**src/rtl/pc_trace_monitor_pkg.sv**
```systemverilog
// Shared types for the PC trace monitor: FSM states, run status codes and
// the width helper used for the watchpoint index.
package pc_trace_monitor_pkg;

   typedef enum logic [1:0] {
      S_IDLE  = 2'd0,
      S_RUN   = 2'd1,
      S_PAUSE = 2'd2,
      S_DONE  = 2'd3
   } state_t;

   typedef enum logic [1:0] {
      ST_RUN     = 2'b00,
      ST_END     = 2'b01,
      ST_TIMEOUT = 2'b10,
      ST_HANG    = 2'b11
   } status_t;

   // A single watchpoint still needs a 1-bit index port.
   function automatic int unsigned idx_width(input int unsigned n);
      return (n > 1) ? $clog2(n) : 1;
   endfunction

endpackage

```
**src/rtl/pc_trace_monitor_if.sv**
```systemverilog
// Bundle between the core/bench side (master) and the trace monitor (slave):
// run control, sampled core state, watchpoint/end configuration and results.
interface pc_trace_monitor_if #(
   parameter int unsigned PC_W      = 16,
   parameter int unsigned INSTR_W   = 32,
   parameter int unsigned NUM_WATCH = 4,
   parameter int unsigned CNT_W     = 16,
   parameter int unsigned IDX_W     = pc_trace_monitor_pkg::idx_width(NUM_WATCH)
);
   logic                        enable;
   logic                        restart;
   logic [PC_W-1:0]             pc;
   logic [INSTR_W-1:0]          instruction;
   logic                        branch_sig;
   logic [NUM_WATCH*PC_W-1:0]   watch_pc;
   logic [NUM_WATCH-1:0]        watch_en;
   logic [PC_W-1:0]             end_pc;
   logic [CNT_W-1:0]            max_cycles;
   logic                        hit_valid;
   logic [IDX_W-1:0]            hit_index;
   logic [INSTR_W-1:0]          hit_instr;
   logic [CNT_W-1:0]            retired_cnt;
   logic [CNT_W-1:0]            taken_cnt;
   logic                        done;
   logic [1:0]                  status;

   modport master (
      output enable, restart, pc, instruction, branch_sig,
             watch_pc, watch_en, end_pc, max_cycles,
      input  hit_valid, hit_index, hit_instr, retired_cnt, taken_cnt, done, status
   );

   modport slave (
      input  enable, restart, pc, instruction, branch_sig,
             watch_pc, watch_en, end_pc, max_cycles,
      output hit_valid, hit_index, hit_instr, retired_cnt, taken_cnt, done, status
   );
endinterface

```
**src/rtl/pc_trace_monitor_watch.sv**
```systemverilog
// Watchpoint comparators with lowest-index-wins priority encoding.
module pc_watch_match #(
   parameter int unsigned PC_W      = 16,
   parameter int unsigned NUM_WATCH = 4,
   parameter int unsigned IDX_W     = 2
) (
   input  logic [PC_W-1:0]           pc,
   input  logic [NUM_WATCH*PC_W-1:0] watch_pc,
   input  logic [NUM_WATCH-1:0]      watch_en,
   output logic                      match,
   output logic [IDX_W-1:0]          match_index
);

   // Scan from the top so the lowest matching entry is written last.
   always_comb begin
      match       = 1'b0;
      match_index = '0;
      for (int unsigned i = NUM_WATCH; i > 0; i--) begin
         if (watch_en[i-1] && (pc == watch_pc[(i-1)*PC_W +: PC_W])) begin
            match       = 1'b1;
            match_index = IDX_W'(i - 1);
         end
      end
   end

endmodule

```
**src/rtl/pc_trace_monitor.sv**
```systemverilog
// Run monitor beside a mips16bits-family core: counts retired and taken
// instructions, reports watchpoint hits and ends the run on end-PC/hang/timeout.
module pc_trace_monitor
   import pc_trace_monitor_pkg::*;
#(
   parameter int unsigned PC_W        = 16,
   parameter int unsigned INSTR_W     = 32,
   parameter int unsigned NUM_WATCH   = 4,
   parameter int unsigned CNT_W       = 16,
   parameter int unsigned STALL_LIMIT = 8,
   parameter int unsigned PC_STEP     = 1
) (
   input logic                clock,
   input logic                reset_n,
   pc_trace_monitor_if.slave  mon
);

   localparam int unsigned IDX_W = idx_width(NUM_WATCH);
   localparam int unsigned SW    = $clog2(STALL_LIMIT + 1);

   state_t               state, state_next;
   status_t              status_q, end_status;
   logic [PC_W-1:0]      prev_pc;
   logic                 prev_branch, prev_valid;
   logic [SW-1:0]        stall_cnt, stall_next;
   logic [CNT_W-1:0]     retired_q, taken_q;
   logic                 hit_valid_q, done_q;
   logic [IDX_W-1:0]     hit_index_q;
   logic [INSTR_W-1:0]   hit_instr_q;
   logic                 sample, end_run, end_hit, hang_hit, timeout_hit, is_taken;
   logic                 match;
   logic [IDX_W-1:0]     match_index;

   pc_watch_match #(.PC_W(PC_W), .NUM_WATCH(NUM_WATCH), .IDX_W(IDX_W)) u_match (
      .pc          (mon.pc),
      .watch_pc    (mon.watch_pc),
      .watch_en    (mon.watch_en),
      .match       (match),
      .match_index (match_index)
   );

   assign sample      = (state == S_RUN) && mon.enable;
   assign stall_next  = (prev_valid && (mon.pc == prev_pc)) ? stall_cnt + SW'(1) : SW'(1);
   // Widened sum so a wrap from all-ones to zero is seen as non-sequential.
   assign is_taken    = prev_valid && prev_branch &&
                        ((PC_W+1)'(mon.pc) != ((PC_W+1)'(prev_pc) + (PC_W+1)'(PC_STEP)));
   assign end_hit     = mon.pc >= mon.end_pc;
   assign hang_hit    = stall_next == SW'(STALL_LIMIT);
   assign timeout_hit = (mon.max_cycles != '0) &&
                        (((CNT_W+1)'(retired_q) + (CNT_W+1)'(1)) == (CNT_W+1)'(mon.max_cycles));

   always_comb begin
      end_run    = 1'b0;
      end_status = ST_RUN;
      if (end_hit) begin
         end_run    = 1'b1;
         end_status = ST_END;
      end else if (hang_hit) begin
         end_run    = 1'b1;
         end_status = ST_HANG;
      end else if (timeout_hit) begin
         end_run    = 1'b1;
         end_status = ST_TIMEOUT;
      end
   end

   always_comb begin
      state_next = state;
      unique case (state)
         S_IDLE:  if (mon.enable) state_next = S_RUN;
         S_RUN:   if (!mon.enable) state_next = S_PAUSE;
                  else if (end_run) state_next = S_DONE;
         S_PAUSE: if (mon.enable) state_next = S_RUN;
         S_DONE:  state_next = S_DONE;
         default: state_next = S_IDLE;
      endcase
      if (mon.restart) state_next = S_IDLE;
   end

   always_ff @(posedge clock or negedge reset_n) begin
      if (!reset_n) state <= S_IDLE;
      else          state <= state_next;
   end

   always_ff @(posedge clock or negedge reset_n) begin
      if (!reset_n) begin
         prev_pc     <= '0;
         prev_branch <= 1'b0;
         prev_valid  <= 1'b0;
         stall_cnt   <= '0;
         retired_q   <= '0;
         taken_q     <= '0;
         hit_valid_q <= 1'b0;
         hit_index_q <= '0;
         hit_instr_q <= '0;
         done_q      <= 1'b0;
         status_q    <= ST_RUN;
      end else if (mon.restart) begin
         prev_pc     <= '0;
         prev_branch <= 1'b0;
         prev_valid  <= 1'b0;
         stall_cnt   <= '0;
         retired_q   <= '0;
         taken_q     <= '0;
         hit_valid_q <= 1'b0;
         hit_index_q <= '0;
         hit_instr_q <= '0;
         done_q      <= 1'b0;
         status_q    <= ST_RUN;
      end else begin
         hit_valid_q <= 1'b0;
         if (sample) begin
            prev_pc     <= mon.pc;
            prev_branch <= mon.branch_sig;
            prev_valid  <= 1'b1;
            stall_cnt   <= stall_next;
            if (retired_q != '1) retired_q <= retired_q + CNT_W'(1);
            if (is_taken && (taken_q != '1)) taken_q <= taken_q + CNT_W'(1);
            if (match) begin
               hit_valid_q <= 1'b1;
               hit_index_q <= match_index;
               hit_instr_q <= mon.instruction;
            end
            if (end_run) begin
               done_q   <= 1'b1;
               status_q <= end_status;
            end
         end
      end
   end

   assign mon.hit_valid   = hit_valid_q;
   assign mon.hit_index   = hit_index_q;
   assign mon.hit_instr   = hit_instr_q;
   assign mon.retired_cnt = retired_q;
   assign mon.taken_cnt   = taken_q;
   assign mon.done        = done_q;
   assign mon.status      = status_q;

endmodule

```
**src/flat_wrapper.sv**
```systemverilog
// flat-port wrapper written by rule: the top's interface ports become plain ports
module pc_trace_monitor_flat import pc_trace_monitor_pkg::*;
#(
   parameter int unsigned PC_W        = 16,
   parameter int unsigned INSTR_W     = 32,
   parameter int unsigned NUM_WATCH   = 4,
   parameter int unsigned CNT_W       = 16,
   parameter int unsigned STALL_LIMIT = 8,
   parameter int unsigned PC_STEP     = 1
)
  (clock, reset_n, mon_enable, mon_restart, mon_pc, mon_instruction, mon_branch_sig, mon_watch_pc, mon_watch_en, mon_end_pc, mon_max_cycles, mon_hit_valid, mon_hit_index, mon_hit_instr, mon_retired_cnt, mon_taken_cnt, mon_done, mon_status);
  pc_trace_monitor_if #(.PC_W(PC_W), .INSTR_W(INSTR_W), .NUM_WATCH(NUM_WATCH), .CNT_W(CNT_W)) mon_i ();
  input logic clock;
  input logic reset_n;
  input wire logic [$bits(mon_i.enable)-1:0] mon_enable;
  input wire logic [$bits(mon_i.restart)-1:0] mon_restart;
  input wire logic [$bits(mon_i.pc)-1:0] mon_pc;
  input wire logic [$bits(mon_i.instruction)-1:0] mon_instruction;
  input wire logic [$bits(mon_i.branch_sig)-1:0] mon_branch_sig;
  input wire logic [$bits(mon_i.watch_pc)-1:0] mon_watch_pc;
  input wire logic [$bits(mon_i.watch_en)-1:0] mon_watch_en;
  input wire logic [$bits(mon_i.end_pc)-1:0] mon_end_pc;
  input wire logic [$bits(mon_i.max_cycles)-1:0] mon_max_cycles;
  output wire logic [$bits(mon_i.hit_valid)-1:0] mon_hit_valid;
  output wire logic [$bits(mon_i.hit_index)-1:0] mon_hit_index;
  output wire logic [$bits(mon_i.hit_instr)-1:0] mon_hit_instr;
  output wire logic [$bits(mon_i.retired_cnt)-1:0] mon_retired_cnt;
  output wire logic [$bits(mon_i.taken_cnt)-1:0] mon_taken_cnt;
  output wire logic [$bits(mon_i.done)-1:0] mon_done;
  output wire logic [$bits(mon_i.status)-1:0] mon_status;
  assign mon_i.enable = mon_enable;
  assign mon_i.restart = mon_restart;
  assign mon_i.pc = mon_pc;
  assign mon_i.instruction = mon_instruction;
  assign mon_i.branch_sig = mon_branch_sig;
  assign mon_i.watch_pc = mon_watch_pc;
  assign mon_i.watch_en = mon_watch_en;
  assign mon_i.end_pc = mon_end_pc;
  assign mon_i.max_cycles = mon_max_cycles;
  assign mon_hit_valid = mon_i.hit_valid;
  assign mon_hit_index = mon_i.hit_index;
  assign mon_hit_instr = mon_i.hit_instr;
  assign mon_retired_cnt = mon_i.retired_cnt;
  assign mon_taken_cnt = mon_i.taken_cnt;
  assign mon_done = mon_i.done;
  assign mon_status = mon_i.status;
  pc_trace_monitor #(.PC_W(PC_W), .INSTR_W(INSTR_W), .NUM_WATCH(NUM_WATCH), .CNT_W(CNT_W), .STALL_LIMIT(STALL_LIMIT), .PC_STEP(PC_STEP)) u_core (.clock(clock), .reset_n(reset_n), .mon(mon_i));
endmodule
```
**config.mk**
```make
export PLATFORM = sky130hd
export DESIGN_NAME = pc_trace_monitor_flat
export DESIGN_NICKNAME = d
export VERILOG_FILES = /design/src/rtl/pc_trace_monitor_pkg.sv /design/src/rtl/pc_trace_monitor_if.sv /design/src/rtl/pc_trace_monitor_watch.sv /design/src/rtl/pc_trace_monitor.sv /design/src/flat_wrapper.sv
export SDC_FILE = /design/constraint.sdc
export NUM_CORES = 1
export LEC_CHECK = 0
export CORE_MARGIN = 1
export CORE_UTILIZATION = 39
export DETAILED_ROUTE_END_ITERATION = 12
export GPL_TIMING_DRIVEN = 0
export PLACE_DENSITY_LB_ADDON = 0.3
export SYNTH_ARGS = -nofsm -noshare
export SYNTH_HDL_FRONTEND = slang
export SYNTH_SLANG_ARGS = --single-unit
```
**constraint.sdc**
```tcl
create_clock -name clock -period 2.7 [get_ports clock]
set_input_delay 0.81 -clock clock [delete_from_list [all_inputs] [get_ports clock]]
set_output_delay 0.81 -clock clock [all_outputs]
set_load 0.1 [all_outputs]
```
# Word level (Yosys, flattened, before mapping)
# Cells that the tools add are included.
# word_totals
ff_bits	94
latch_bits	0
ramBits	0
romBits	0
input_bits	153
word_cells	105
n_memories	0
# classes
addsub	5
multipliers	0
n_div	0
order_cmp	1
eq_ne	15
n_shift	0
muxes	49
n_bitwise	0
reduce_logical	23
# ops
cell	n
16-bit two-way mux	8
32-bit two-way mux	3
16-bit equality test	5
16-bit by 1-bit adder with 17-bit output (second input constant)	2
2-bit two-way mux	17
16-bit by 1-bit adder with 16-bit output (second input constant)	2
16-bit inequality test (second input constant)	2
17-bit by 16-bit equality test with 1-bit output	1
1-bit two-way mux	17
16-bit by 17-bit inequality test with 1-bit output	1
16-bit greater-or-equal comparator	1
16-bit nonzero test	1
4-bit two-way mux	3
1-bit logical AND	10
2-bit AND reduction	5
2-bit nonzero test	5
2-bit case mux with 3 select lines	1
4-bit by 1-bit adder with 4-bit output (second input constant)	1
2-bit equality test (second input constant)	2
4-bit equality test (second input constant)	1
4-bit by 3-bit inequality test with 1-bit output (second input constant)	1
3-bit by 1-bit inequality test with 1-bit output (second input constant)	1
2-bit by 1-bit equality test with 1-bit output (second input constant)	1
2-bit zero test	1
2-bit OR reduction	1

# Longest topological paths before layout
# logic_depth
word_depth	10
depth_mapped	12
depth_no_buf	10

# By module
# A second synthesis with hierarchy kept.
# unflattened
hier_cells	705
hier_area_um2	6480.0
# by_module_without_submodules
module	instances	cells_each	area_per_inst_um2	seq_area_each_um2
pc_trace_monitor	1	610	5684.2	2352.3
pc_watch_match	1	95	795.8	0.0

# Worst setup path before layout
# No wires, ideal clock.
# synth_timing
kind	register -> register
from	register u_core.retired_q[0], in the netlist u_core.mon.retired_cnt[0]
to	register u_core.status_q[1], in the netlist u_core.mon.status[1]
arrival_ps	2969
required_ps	2632
path_slack_ps	-337
path_stages_with_launch	11
synth_period_minus_slack_ps	3037
cell_sequence	dfrtp_1 -> ha_1 -> clkbuf_1 -> and3_1 -> nand4_1 -> nor2_1 -> xnor2_1 -> and4_1 -> nand4_1 -> or4_1 -> nand2_1
# synth_between
elab_chain_cells	9
# synth_rtl
element	line	source
start, declared	pc_trace_monitor.sv:26	logic [CNT_W-1:0] retired_q, taken_q;
start signal, assigned	pc_trace_monitor.sv:117	if (retired_q != '1) retired_q <= retired_q + CNT_W'(1);
16-bit by 1-bit adder with 17-bit output (*)	pc_trace_monitor.sv:50	(((CNT_W+1)'(retired_q) + (CNT_W+1)'(1)) == (CNT_W+1)'(mon.max_cycles));
17-bit by 16-bit equality test with 1-bit output (*)	pc_trace_monitor.sv:50	
1-bit logical AND (*)	pc_trace_monitor.sv:49	assign timeout_hit = (mon.max_cycles != '0) &&
2-bit two-way mux	pc_trace_monitor.sv:61	end else if (timeout_hit) begin
2-bit two-way mux	pc_trace_monitor.sv:58	end else if (hang_hit) begin
2-bit two-way mux	pc_trace_monitor.sv:55	if (end_hit) begin
2-bit two-way mux	pc_trace_monitor.sv:124	if (end_run) begin
2-bit two-way mux	pc_trace_monitor.sv:112	if (sample) begin
2-bit two-way mux	pc_trace_monitor.sv:98	end else if (mon.restart) begin
end signal, assigned	pc_trace_monitor.sv:126	status_q <= end_status;
end, declared	pc_trace_monitor.sv:22	status_t status_q, end_status;
# Every way passes the cells marked *; elsewhere a longest branch is shown, timed or not. The select of a mux whose other input is x is not followed.
# A chain may end at the register's enable or synchronous reset.

# Worst setup path after layout
# layout_timing
from	input port mon_pc[7]
to	register u_core.taken_q[14], in the netlist u_core.mon.taken_cnt[14]
# layout_between
elab_chain_cells	5
# layout_rtl
element	line	source
start, declared	flat_wrapper.sv:17	input wire logic [$bits(mon_i.pc)-1:0] mon_pc;
16-bit by 17-bit inequality test with 1-bit output	pc_trace_monitor.sv:46	((PC_W+1)'(mon.pc) != ((PC_W+1)'(prev_pc) + (PC_W+1)'(PC_STEP)));
1-bit logical AND	pc_trace_monitor.sv:45	assign is_taken = prev_valid && prev_branch &&
1-bit logical AND	pc_trace_monitor.sv:118	if (is_taken && (taken_q != '1)) taken_q <= taken_q + CNT_W'(1);
2-bit nonzero test (no line)	n/a	
2-bit AND reduction (no line)	n/a	
end signal, assigned	pc_trace_monitor.sv:118	
end, declared	pc_trace_monitor.sv:26	
# No other way between the ends.

==> flow_metrics.py <==
metrics = {
    "timing": {
        "finalHoldViolCount": 0,
        "clock_skew_ns": 0.00798,
        "holdWs_ns": 0.419,
        "rsz0062_at_grt": "yes",
        "fmax_ghz": 0.367,
        "fin_ws_ns": -0.0237,
        "setup_viol": 3,
        "fin_crit_sh_pct": 101,
        "finalMaxSlewViolations": 0,
        "tightestPinTransition_ns": 1.02,
        "fin_crit_ns": 2.72,
        "max_slew_margin_pct": 32.0,
        "setup_tns_ns": -0.0525,
    },
    "cts": {
        "clk_pin_slew_worst_paths_ns": 0.07,
        "numCtsBuffers": 9,
        "root_buffer": "clkbuf_16",
        "cts_num_sinks": 94,
        "worstSkewPairLatency_ns": 0.35,
        "hold_buffers": 0,
        "h-tree-depth": 3,
        "cts.path.max_buffers": 2,
        "cts_tree": "yes",
    },
    "logic_synthesis": {
        "yosysUniqueCellTypes": 68,
        "ys_ff_latch": 94,
        "syn_area_per_cell_um2": 8.60,
        "synth_area_mm2": 0.00674,
        "synth-seq-area-share_pct": 34.9,
        "postSynth.asyncResetShare_pct": 100,
        "synth_ff_type": "dfrtp_1",
        "syn_inst": 784,
        "ys_warn_count": 0,
        "syn_nets": 957,
        "synth-edff-count": 0,
    },
    "finish": {
        "seq_area_mm2": 0.00238,
        "drive_gt1_share_pct": 21.9,
        "final_common_cell": "clkdlybuf4s50_1",
        "area_growth_pct": 62.8,
        "nFillCells": 1357,
        "instances_no_fill": 1316,
        "multi_input_area_mm2": 0.00453,
        "final_nets": 1263,
        "final_cell_mix": "142 x clkdlybuf4s50_1, 82 x nor2_1, 78 x nand2_1",
    },
    "global_route": {
        "grt_usage_pct": 24.0,
        "grt_max_degree": 61,
        "grt_pass1_wl_um": 33900,
        "grt_pass1_vias": 6670,
        "grt_overflow": 0,
        "antenna_found_initial": 1,
    },
    "worst_setup_path": {
        "cp-start-kind": "primary input",
        "path_max_fanout": 5,
        "cp_top_family": "compound AO/OA/AOI/OAI gates",
        "critPathMaxStageDelay_ns": 0.34,
        "worst-path-buf-inv": 4,
        "cpMostUsedCell": "buf_8",
        "r2r-start": "u_core.prev_pc[0]",
        "path_class": "in -> reg",
        "reg2regPathDepth": 12,
        "worstPathRequired_ns": 2.97,
        "regToRegEndpoint": "u_core.mon.taken_cnt[14]",
        "cp-end-kind": "flip-flop",
        "rrSetupSlack_ns": 0.03,
        "slowest_stage": "o311ai_4",
        "critical_path_arrival_ns": 3.00,
        "setup.worst_path.start": "mon_pc[7]",
        "crit_chain": "buf_8, buf_8, xor2_2, o311ai_1, o21ai_1, and3_4, o311ai_4, o21ai_4, buf_6, buf_12, or3_4, a21oi_2",
    },
    "run_status": {
        "violations": "setup timing",
        "status": "finished with violations",
    },
    "detailed_routing": {
        "vias": 7020,
        "drc_errors": 0,
        "drt_iter0_drc": 438,
        "routed_wirelength_um": 23000,
        "wl_per_cell_um": 17.5,
        "via_per_inst": 5.33,
        "ant_nets": 0,
        "firstDrtPassIters": 5,
    },
    "floorplanning": {
        "die_h_um": 134,
        "fp.coreArea_mm2": 0.0168,
        "start_util_pct": 40.2,
        "die_area_mm2": 0.0178,
        "pin_count": 223,
        "die_x_um": 134,
        "rows": 47,
    },
    "power_and_ir_drop": {
        "p_leak_nw": 5.30,
        "power_density_mw_per_mm2": 327,
        "peakVddDrop_v": 0.000285,
        "power_mw": 3.59,
    },
    "placed_design": {
        "post-place-ws_ns": -1.37,
        "place_congestion": 0.915,
        "portBuffers": 221,
        "dp.cells": 1226,
        "dp_hpwl_um": 15200,
    },
    "job": {
        "cap_violations": 0,
    },
    "min_path": {
        "holdCritPathClass": "in -> async",
    },
}
## worst max path at each step
stage	to	slack, ns	cells past startpoint
after detailed placement	u_core.mon.hit_instr[7]	-1.37	10
after global routing	u_core.mon.taken_cnt[14]	-0.09	12
after floorplan	u_core.mon.taken_cnt[12]	0.002	10
after global placement	u_core.mon.retired_cnt[0]	-3.55	1
final	u_core.mon.taken_cnt[14]	-0.02	12
after CTS	u_core.mon.status[1]	-0.13	11
## cells by family (layout without fill, tap and decap cells)
family | after synthesis | after routing | synth area share [%]
flops | 94 | 94 | 34.9
simple gates | 303 | 303 | 22.5
other cells | 0 | 1 | 0
fa+ha+maj | 20 | 20 | 3.71
compound gates | 125 | 125 | 11.9
xor+xnor | 121 | 121 | 15.7
buf+inv | 83 | 394 | 5.60
mux | 38 | 38 | 5.68
## layer usage
| metal | track usage [%] | part of all wire (%) | vias to the layer above |
|---|---|---|---|
| met5 | 0 | 0 | - |
| met4 | 7.26 | 2.3 | 0 |
| met3 | 4.57 | 6.6 | 39 |
| met2 | 39.9 | 48 | 278 |
| met1 | 31.5 | 43 | 3369 |
| li1 | - | - | 3334 |
## cell usage after synthesis, drive strengths merged (3+ instances only)
master | n | share of area [%]
xnor2 | 58 | 7.5
nor4 | 22 | 2.0
dfrtp | 94 | 35
inv | 29 | 1.6
or3 | 8 | 0.74
nand2b | 4 | 0.37
nor3b | 3 | 0.41
mux2i | 36 | 5.3
nand4 | 20 | 1.9
nor2b | 3 | 0.28
and3 | 12 | 1.1
nor3 | 12 | 1.1
ha | 20 | 3.7
o21ai | 30 | 2.4
nand3 | 29 | 2.2
a21oi | 47 | 3.5
o31ai | 4 | 0.45
and4 | 7 | 0.93
a31oi | 5 | 0.69
nand2 | 81 | 4.5
clkbuf | 19 | 1.1
xor2 | 63 | 8.2
buf | 35 | 2.9
and2 | 4 | 0.37
or4 | 6 | 0.67
a21o | 5 | 0.56
a211oi | 8 | 0.89
o21a | 3 | 0.33
a31o | 3 | 0.39
nor2 | 83 | 4.6
## where the power goes
group / leakage (nW) / switching (mW) / total (mW) / internal, mW
Clock: 0.148 / 0.594 / 1.33 / 0.732
Combinational: 3.88 / 0.386 / 0.827 / 0.441
Sequential: 1.27 / 0.0192 / 1.44 / 1.42
Total: 5.30 / 1.00 / 3.59 / 2.59
## registers in the layout, indices dropped and copies added, names as in the netlist
register	flops
u_core.mon.hit_valid	1
u_core.mon.hit_instr	32
u_core.prev_branch	1
u_core.mon.done	1
u_core.stall_cnt	4
u_core.mon.status	2
u_core.mon.taken_cnt	16
u_core.mon.hit_index	2
u_core.mon.retired_cnt	16
u_core.prev_valid	1
u_core.prev_pc	16
u_core.state	2
## metrics by stage
step | util, % | cell area (µm²)
after detailed placement | 55.5 | 9300
after CTS | 59.7 | 10000
final | 65.5 | 11000
after floorplan | - | 6780
after global routing | 65.5 | 11000
after global placement | 55.3 | 9270
## area by class of cell
class                           count  share of cell area, %
Sequential cell                    94                   21.7
Tap cell                          220                   2.51
Inverter                           29                  0.992
Buffer                             52                   3.83
Antenna cell                        1                 0.0228
Clock buffer                        9                   2.05
Clock inverter                      7                  0.729
Timing Repair Buffer              297                   26.9
Multi-Input combinational cell    607                   41.3
## timing repair
| item | CTS | global route |
|---|---|---|
| endpoints found under the setup margin | 98 | 80 |
| pin swaps | 26 | 70 |
| buffers inserted | 14 | 57 |
| gates cloned | 0 | 4 |
| gates resized for setup | 116 | 143 |
(Power assumes the default switching activity.)
